File: config.mk
export PLATFORM = sky130hd
export DESIGN_NAME = hazard_scoreboard
export DESIGN_NICKNAME = d
export VERILOG_FILES = /design/src/rtl/hazard_scoreboard.sv
export SDC_FILE = /design/constraint.sdc
export NUM_CORES = 1
export LEC_CHECK = 0
export ABC_AREA = 0
export BUFFER_PORTS_ARGS = -buffer_cell sky130_fd_sc_hd__buf_2
export CAP_MARGIN = 20
export CORE_AREA = 3 3 97 99
export DETAILED_ROUTE_END_ITERATION = 12
export DIE_AREA = 0 0 100 102
export PLACE_DENSITY = 0.89
export SLEW_MARGIN = 40
export SYNTH_ARGS = -nofsm -noshare
export SYNTH_HDL_FRONTEND = slang
export SYNTH_SLANG_ARGS = --single-unit
File: constraint.sdc
create_clock -name clk -period 5.6 [get_ports clk]
set_clock_uncertainty 0.05 [all_clocks]
set_input_delay 0.28 -clock clk [delete_from_list [all_inputs] [get_ports clk]]
set_output_delay 0.28 -clock clk [all_outputs]
set_load 0.02 [all_outputs]
File: src/rtl/hazard_scoreboard.sv
// Register-write scoreboard beside ID: youngest-match operand bypass and load-use stall request.
// Optional performance counters are built when HAZARD_PERF_CNT_EN is defined.
module hazard_scoreboard #(
    parameter int NUM_STAGES = 3,
    parameter int NUM_SRC    = 2,
    parameter int REG_AW     = 5,
    parameter int DATA_W     = 32,
    parameter int LAT_W      = 2
) (
    input  logic                         clk,
    input  logic                         rst,
    input  logic                         ext_stall,
    input  logic                         flush,
    input  logic                         issue_valid,
    input  logic                         issue_wen,
    input  logic [REG_AW-1:0]            issue_waddr,
    input  logic [LAT_W-1:0]             issue_lat,
    input  logic [NUM_SRC*REG_AW-1:0]    src_addr,
    input  logic [NUM_SRC*DATA_W-1:0]    rf_rdata,
    input  logic [NUM_STAGES*DATA_W-1:0] stage_wdata,
    output logic [NUM_SRC*DATA_W-1:0]    src_data,
    output logic [NUM_SRC-1:0]           src_fwd,
    output logic                         stallreq,
    output logic                         issue_fire
`ifdef HAZARD_PERF_CNT_EN
    ,
    output logic [31:0]                  perf_stall_cnt,
    output logic [31:0]                  perf_fwd_cnt
`endif
);

    localparam int MAX_REM = NUM_STAGES - 1;

    logic              ent_valid [NUM_STAGES];
    logic [REG_AW-1:0] ent_waddr [NUM_STAGES];
    logic [LAT_W-1:0]  ent_rem   [NUM_STAGES];

    logic [NUM_SRC-1:0] hazard;
    logic [LAT_W-1:0]   issue_rem;

    // Handshake: issue_valid offers an instruction from ID; issue_fire is the accept strobe
    // (valid & ~stallreq & ~ext_stall & ~flush) and only a fired instruction enters EX.
    assign stallreq   = issue_valid & (|hazard);
    assign issue_fire = issue_valid & ~stallreq & ~ext_stall & ~flush;

    // A result can never be later than WB, so the latency is clamped to the pipeline depth.
    always_comb begin
        issue_rem = issue_lat;
        if (int'(issue_lat) > MAX_REM) begin
            issue_rem = LAT_W'(MAX_REM);
        end
    end

    // Scan oldest to youngest so the youngest matching entry overrides older ones.
    always_comb begin
        src_data = '0;
        src_fwd  = '0;
        hazard   = '0;
        for (int i = 0; i < NUM_SRC; i++) begin
            src_data[i*DATA_W +: DATA_W] = rf_rdata[i*DATA_W +: DATA_W];
            for (int k = NUM_STAGES - 1; k >= 0; k--) begin
                if (ent_valid[k] && (src_addr[i*REG_AW +: REG_AW] != '0) &&
                    (ent_waddr[k] == src_addr[i*REG_AW +: REG_AW])) begin
                    if (ent_rem[k] == '0) begin
                        src_data[i*DATA_W +: DATA_W] = stage_wdata[k*DATA_W +: DATA_W];
                        src_fwd[i] = 1'b1;
                        hazard[i]  = 1'b0;
                    end else begin
                        src_data[i*DATA_W +: DATA_W] = rf_rdata[i*DATA_W +: DATA_W];
                        src_fwd[i] = 1'b0;
                        hazard[i]  = 1'b1;
                    end
                end
            end
        end
    end

    always_ff @(posedge clk or posedge rst) begin
        if (rst) begin
            for (int k = 0; k < NUM_STAGES; k++) begin
                ent_valid[k] <= 1'b0;
                ent_waddr[k] <= '0;
                ent_rem[k]   <= '0;
            end
        end else if (!ext_stall) begin
            for (int k = 1; k < NUM_STAGES; k++) begin
                ent_valid[k] <= ent_valid[k-1];
                ent_waddr[k] <= ent_waddr[k-1];
                ent_rem[k]   <= (ent_rem[k-1] == '0) ? '0 : ent_rem[k-1] - 1'b1;
            end
            // A non-writing or non-fired instruction enters as a bubble.
            ent_valid[0] <= issue_fire & issue_wen;
            ent_waddr[0] <= issue_waddr;
            ent_rem[0]   <= issue_rem;
        end else if (flush) begin
            ent_valid[0] <= 1'b0;
        end
    end

`ifdef HAZARD_PERF_CNT_EN
    always_ff @(posedge clk or posedge rst) begin
        if (rst) begin
            perf_stall_cnt <= '0;
            perf_fwd_cnt   <= '0;
        end else begin
            if (stallreq && !ext_stall) begin
                perf_stall_cnt <= perf_stall_cnt + 32'd1;
            end
            if (issue_fire && (|src_fwd)) begin
                perf_fwd_cnt <= perf_fwd_cnt + 32'd1;
            end
        end
    end
`endif

endmodule

=== Yosys cells after proc, flatten, opt, wreduce, memory -nomap -nowiden ===
Cells that the tools add are included.

* Output and inout bits: 68
* Input port bits: 183
* Word-level logic and storage cells: 80
* Flip-flop bits (word level): 24

* Mux-type cells: 35
* $add $sub $neg: 2
* Order comparisons: 1
* Equality and inequality tests: 7
* Bitwise operators: 8
* Reductions and logical operators: 18

{| class="wikitable"
|+ Operators with widths
! operator !! number
|-
| 32-bit 2-to-1 mux || 12
|-
| 5-bit equality test || 6
|-
| 1-bit 2-to-1 mux || 20
|-
| 1-bit logical AND || 12
|-
| 5-bit nonzero test || 2
|-
| 2-bit logical NOT || 3
|-
| 2-bit 2-to-1 mux || 3
|-
| 1-bit bitwise AND || 5
|-
| 2-bit by 1-bit subtractor with 2-bit output (second input constant) || 2
|-
| 1-bit inverter || 3
|-
| 2-bit greater-than comparator (second input constant) || 1
|-
| 2-bit by 1-bit inequality test with 1-bit output (second input constant) || 1
|-
| 2-bit OR reduction || 1
|}

=== Logic depth before layout (Yosys ltp) ===
Gate-level depths: netlist (run 1).

* Depth in word-level cells: 14
* Gate-level depth with buffers: 8
* Mapped depth without buffers: 7

=== Worst setup path after synthesis (run 1) ===
Ideal clock, no wire load.

* Path kind: flip-flop to output port
* Start: register ent_waddr[9] (netlist name)
* End: output port src_data[39]
* Arrival time: 2.457 ns
* Required time: 5.270 ns
* Slack: 2.813 ns
* Stages on the path, launching flop included: 9
* Path buffers: 2
* Path through: dfrtp_1 -> xnor2_1 -> nand3_1 -> nor3_1 -> a21oi_1 -> a22o_1 -> clkbuf_1 -> clkbuf_1 -> a221oi_1

* Word-level cells in the longest chain between the ends: 4

{| class="wikitable"
|+ RTL lines
! item !! RTL line !! source
|-
| start: declaration || 35 || <nowiki>logic [REG_AW-1:0] ent_waddr [NUM_STAGES];</nowiki>
|-
| start signal: indexed assignment || 88 || <nowiki>ent_waddr[k] <= ent_waddr[k-1];</nowiki>
|-
| 5-bit equality test || 63 || <nowiki>(ent_waddr[k] == src_addr[i*REG_AW +: REG_AW])) begin</nowiki>
|-
| 1-bit logical AND || 62 || <nowiki>if (ent_valid[k] && (src_addr[i*REG_AW +: REG_AW] != '0) &&</nowiki>
|-
| 32-bit 2-to-1 mux (2 in series) || 62 ||
|-
| end: declaration || 21 || <nowiki>output logic [NUM_SRC*DATA_W-1:0] src_data,</nowiki>
|}

Every way passes these cells.

=== Worst setup path after layout (run 1) ===
* Start: input port src_addr[3]
* End: output port src_data[2]

* Word-level cells in the longest chain between the ends: 6
* Elaborated cells between the ends (all ways): 13
* Classes of those cells: 3 x eq/ne; 3 x mux; 7 x reduce/logical

{| class="wikitable"
|+ RTL lines
! item !! RTL line !! source
|-
| start: declaration || 18 || <nowiki>input logic [NUM_SRC*REG_AW-1:0] src_addr,</nowiki>
|-
| 5-bit nonzero test || 62 ||
|-
| 1-bit logical AND (2 in series) || 62 ||
|-
| 32-bit 2-to-1 mux (2 in series) || 62 ||
|-
| 32-bit 2-to-1 mux (*) || 62 ||
|}

Mark *: on every way between the ends. The rest lies on a longest branch, timed or not.

==> flow_summary.json, run 1 <==
{
  "post_cts_buffers": 0,
  "timing.fmax_ghz": 0.297,
  "grt_pass1_wl_um": 20900,
  "synth_top_area_share_pct": 17.2,
  "cts-root-buf": "clkbuf_8",
  "cp_slowest_cell": "or4_4",
  "whs_ns": -0.0198,
  "tightest_slew_ns": 0.691,
  "fin_setup_tns_ns": 0,
  "grt-ovfl-total": 0,
  "antenna_found_initial": 0,
  "h-tree-depth": 1,
  "hold_class": "in2async",
  "start_util_pct": 40.4,
  "wl_per_cell_um": 16.8,
  "gp_congestion": 0.961,
  "violations": "hold timing",
  "ir_worst_vdd_mv": 0.138,
  "layout-drive-gt1-share_pct": 40.2,
  "path_clk_slew_ns": 0.08,
  "power_frac_comb_pct": 50.1,
  "die_y_um": 102,
  "die_w_um": 100,
  "wl_um": 14000,
  "criticalPathCategory": "in2out",
  "viasPerCell": 5.80,
  "syn_area_per_cell_um2": 6.81,
  "worstSetupStartpointType": "input port",
  "clock-sinks": 24,
  "sequentialPowerShare_pct": 34.4,
  "p_switching_w": 0.000262,
  "slew_viol_final": 0,
  "synthFlopType": "dfrtp_1",
  "antenna_left": 0,
  "ys_ff_latch": 24,
  "port_buffers": 250,
  "setup_viol": 0,
  "multi_input_area_um2": 2470,
  "pwr-share-clk_pct": 15.5,
  "internal-power_w": 0.000385,
  "worst_path_largest_cell_delay_ns": 0.72,
  "synth_area_leader_cell": "dfrtp_1",
  "clk_latency_ns": 0.26,
  "synthCells": 512,
  "maxCapViolCount": 0,
  "ys_top_cells_by_area": "dfrtp_1 17%, o21ai_0 11%, a221oi_1 7.0%, a22oi_1 6.9%, inv_1 6.8%",
  "pre_cts_slack_ns": 2.21,
  "crit_arrival_ns": 3.04,
  "dr.pass1.iters": 5,
  "drtIter0Drc": 301,
  "critical_path.cell_chain": "buf_2 -> or4_4 -> nor2_4 -> nor3_4 -> or4_4 -> a31o_4 -> a22oi_1 -> buf_2",
  "synth.most_common_cell": "o21ai_0",
  "period_needed_ns": 3.37,
  "cts_made_buffers": 3,
  "cp.required_ns": 5.27,
  "cp_max_fo": 33,
  "grt_pass1_vias": 4276,
  "finalHoldViolCount": 24,
  "io_pins": 251,
  "setup_slack_ns": 2.23,
  "status": "finished with violations",
  "design.core.area_um2": 8640,
  "seq_area_frac_synth_pct": 17.2,
  "cts_max_path_buffers": 2,
  "tritoncts": "yes",
  "via_count": 4832,
  "dp_hpwl_um": 10400,
  "syn_nets": 695,
  "cts_resized": 0,
  "synth_edf_count": 0,
  "yosysWarnings": 0,
  "syn_area_um2": 3480,
  "area_growth_syn_to_layout_pct": 37.2,
  "synth_cell_types": 41,
  "swShare_pct": 40.5,
  "grt_usage_pct": 24.7,
  "nFillCells": 838,
  "maxSlewHeadroom_pct": 53.9,
  "fp-row-count": 34,
  "timing.final.crit_share_pct": 60.2,
  "synthTopCellsByCount": "75 x o21ai_0, 63 x inv_1, 41 x clkbuf_1",
  "grt_max_degree": 68,
  "crit_path_end_kind": "output pin",
  "layout.nets": 909,
  "die_area_um2": 10200,
  "p_total_w": 0.000647,
  "rsz0062_at_grt": "false",
  "hold_buffers": 0,
  "synthArstFlopShare_pct": 100,
  "drc": 0,
  "p_leak_nw": 2.33,
  "fin_util_pct": 55.4,
  "seqCellArea_um2": 601,
  "powerDensity_nw_per_um2": 135
}
==> per-layer routing <==
layer / part of all wire [%] / global-route usage (%) / vias to the layer above / routed length, µm
met5: 0 / 0 / - / 0
met4: 1.2 / 4.46 / 0 / 170
met3: 8.6 / 3.75 / 24 / 1190
met2: 51 / 44.8 / 273 / 7130
met1: 39 / 31.3 / 2245 / 5470
li1: - / - / 2290 / -
==> path summary, 6_finish.rpt <==
check / startpoint / to / slack [ns] / depth (start not counted)
worst max register to register: ent_waddr[5] / ent_valid[2] / 3.41 / 7
max in group asynchronous: rst / ent_waddr[4] / 5.17 / 2
worst min register to register: ent_rem[1] / ent_rem[1] / 0.47 / 2
worst min-delay path: rst / ent_waddr[14] / -0.02 / 2
min in group clk: flush / ent_valid[2] / 0.16 / 2
worst max-delay path: src_addr[3] / src_data[2] / 2.23 / 8
==> cells in the final DEF, fill, tap and decap left out, types with 4 or more instances in the layout <==
master / instances
buf_2: 250
o21ai_0: 75
inv_1: 62
nor2_1: 37
a21oi_1: 33
a22oi_1: 32
nor3_1: 30
a221oi_1: 28
o2bb2ai_1: 27
xnor2_1: 25
dfrtp_1: 24
nand2_1: 20
mux2_2: 18
buf_4: 6
nand3_1: 5
o211ai_1: 5
a2bb2oi_1: 5
xor2_1: 4
==> final cells by class <==
class	instances	area share, %
clock buffers	3	0.863
inverters	64	5.02
multi-input cells	377	51.6
repair buffers	256	27.1
diodes	1	0.0523
flip-flops and latches	24	12.6
well taps	108	2.83
==> worst max-delay path, delay by kind of cell <==
kind,cells,cell delay (ns)
compound gates,2,0.84
simple gates,4,1.53
buf+inv,2,0.38
==> kinds of logic (layout without fill, tap and decap cells) <==
kind of cell | count (synthesis) | in the layout | share of synthesized area (%)
xor gates and xnor gates | 29 | 29 | 7.29
other | 0 | 1 | 0
AOI/OAI and AO/OA | 214 | 214 | 40.9
and+or+nand+nor | 116 | 116 | 16.1
buffers and inverters | 111 | 323 | 12.6
muxes | 18 | 18 | 5.82
DFF | 24 | 24 | 17.2
==> power groups by stage <==
stage | registers [W] | logic, W | clock network, W
6_report | 0.000223 | 0.000324 | 0.000100
5_1_grt | 0.000226 | 0.000353 | 0.000110
4_1_cts | 0.000222 | 0.000322 | 0.000101
3_5_place_dp | 0.000226 | 0.000321 | 0
3_3_place_gp | 0.000225 | 0.000316 | 0
2_1_floorplan | 0.000216 | 0.000196 | 0
==> through the flow <==
stage	instance area, µm²	instances	hold slack (ns)
global placement	4730	829	0.430
CTS	4780	832	0.00920
global route	4780	832	0.0234
finish	4780	833	-0.0198
floorplan	3480	512	0.245
detailed placement	4740	829	0.294
==> state kept, by name, indices dropped and copies added, names as in the netlist <==
| name | cells |
|---|---|
| ent_waddr | 15 |
| ent_rem | 6 |
| ent_valid | 3 |
No activity file was read; power rests on OpenSTA's default activity.
==> inputs of run 2 (changes only) <==
- CORE_AREA: 3 3 97 99 -> default
- CORE_MARGIN: default -> 3
- CORE_UTILIZATION: default -> 42
- DIE_AREA: 0 0 100 102 -> default
- PLACE_DENSITY: 0.89 -> 0.92
- clock period: 5.6 -> 3.4 ns (I/O delays scaled with it)
==> run 2 against run 1 <==
Net effect: the run now ends clean; final cell count fell by 0.36%; sequential cell count unchanged; sequential share of layout area is 0.078 points lower; utilization rose by 5.6 points; die area decreased by 7.6%; wire length grew 10%; combinational power grew 71%; critical path depth down 1; first-iteration DRC count is 29% higher; non-clock buffer count grew 3; critical path type is now reg2out; highest routed layer unchanged.
==> flow_summary.json, run 2 (same netlist as run 1, synthesis figures left out) <==
{
  "final_cell_mix": "250 x buf_2, 75 x o21ai_0, 62 x inv_1, 37 x nor2_1, 33 x a21oi_1",
  "dp_hpwl_um": 11500,
  "start_util_pct": 44.2,
  "grt_max_degree": 38,
  "cts_made_buffers": 3,
  "ir_worst_vdd_mv": 0.298,
  "grt_pass1_vias": 4859,
  "post_cts_buffers": 0,
  "gp_congestion": 0.990,
  "cts-root-buf": "clkbuf_8",
  "crit_path_end_kind": "output pin",
  "grt-ovfl-total": 0,
  "die_area_um2": 9430,
  "crit_arrival_ns": 2.95,
  "rsz0062_at_grt": "false",
  "cp.required_ns": 3.18,
  "wl_per_cell_um": 18.6,
  "maxSlewHeadroom_pct": 52.4,
  "via_count": 5028,
  "wl_um": 15400,
  "hold_path_end": "ent_valid[2]",
  "fin_setup_tns_ns": 0,
  "die_y_um": 97.1,
  "powerDensity_nw_per_um2": 232,
  "reg_top3": "ent_waddr: 15 flops, ent_rem: 6 flops, ent_valid: 3 flops",
  "nFillCells": 701,
  "p_total_w": 0.00112,
  "fin_util_pct": 61.0,
  "reg2reg_slack_ns": 1.09,
  "grt_pass1_wl_um": 23700,
  "h-tree-depth": 1,
  "cp_slowest_cell": "or4_4",
  "port_buffers": 250,
  "cp_max_fo": 33,
  "p_leak_nw": 2.35,
  "antenna_found_initial": 0,
  "reg2reg_depth": 7,
  "status": "completed",
  "die_w_um": 97.1,
  "timing.fmax_ghz": 0.316,
  "setup_slack_ns": 0.233,
  "design.core.area_um2": 7890,
  "fp-row-count": 32,
  "criticalPathCategory": "reg2out",
  "layout-drive-gt1-share_pct": 40.5,
  "hold_class": "in2reg",
  "worstSetupStartpointType": "register",
  "largest_register_ffs": 15,
  "maxCapViolCount": 0,
  "timing.final.crit_share_pct": 93.1,
  "regMostFlops": "ent_waddr",
  "grt_usage_pct": 29.7,
  "timing.rr.start": "ent_waddr[8]",
  "tightest_slew_ns": 0.714,
  "area_growth_syn_to_layout_pct": 38.1,
  "worst_path_largest_cell_delay_ns": 0.72,
  "whs_ns": 0.0333,
  "finalHoldViolCount": 0,
  "path_clk_slew_ns": 0.09,
  "slew_viol_final": 0,
  "worst_r2r_endpoint": "ent_valid[2]",
  "viasPerCell": 6.06,
  "layout.nets": 912,
  "clock-sinks": 24,
  "period_needed_ns": 3.17,
  "antenna_left": 0,
  "tritoncts": "yes",
  "dr.pass1.iters": 5,
  "cts_max_path_buffers": 2,
  "pre_cts_slack_ns": 0.282,
  "drtIter0Drc": 389,
  "layout_commonest_cell": "buf_2",
  "diodes": 0,
  "drc": 0,
  "clk_latency_ns": 0.27,
  "critical_path.cell_chain": "xnor2_1 -> nand3_1 -> nor3_4 -> or4_4 -> a31o_4 -> a22oi_1 -> buf_2",
  "min-delay-start": "flush",
  "io_pins": 251,
  "hold_path_depth": 2,
  "setup_viol": 0
}
run 2: area by class of cell:
cell class | count | area [µm²] | share of cell area, %
Sequential cell | 24 | 601 | 12.5
Tap cell | 102 | 128 | 2.65
Timing Repair Buffer | 259 | 1320 | 27.5
Inverter | 64 | 240 | 4.99
Clock buffer | 4 | 55.1 | 1.14
Multi-Input combinational cell | 377 | 2470 | 51.3
run 2: worst max-delay path by stage:
stage | from | to | slack [ns]
floorplan | ent_waddr[9] | src_data[39] | 0.72
global placement | ent_waddr[14] | src_data[48] | 0.15
finish | ent_waddr[8] | src_data[16] | 0.23
global route | ent_waddr[13] | src_data[34] | 0.10
detailed placement | src_addr[3] | src_data[16] | 0.28
CTS | ent_waddr[13] | src_data[34] | 0.09
run 2: critical path: cells and delay by family, from the launching register on:
family	cells	cell delay (ns)
AOI/OAI and AO/OA	2	0.82
buffers and inverters	1	0.24
xor gates and xnor gates	1	0.18
and+or+nand+nor	3	0.96
DFF	1	0.45
run 2: what timing repair did:
item	CTS	global route
hold endpoints to repair	24	0
resized for setup	0	0
hold buffers	1	0
run 2: report_power, final:
group          internal [W]  switching (W)  leakage [nW]
Combinational      0.000236       0.000317          2.03
Sequential         0.000320      0.0000458         0.295
Clock              0.000104      0.0000944        0.0288
run 2: metrics by stage:
| stage | area, µm² | std cells |
|---|---|---|
| floorplan | 3480 | 512 |
| global placement | 4740 | 825 |
| detailed placement | 4740 | 825 |
| CTS | 4810 | 830 |
| global route | 4810 | 830 |
| finish | 4810 | 830 |
run 2: layer usage:
metal	vias to the layer above	global-route usage (%)	wire length [µm]
li1	2290	-	-
met1	2348	34.8	5670
met2	346	55.6	7990
met3	44	4.02	1340
met4	0	8.86	408
met5	-	0	0
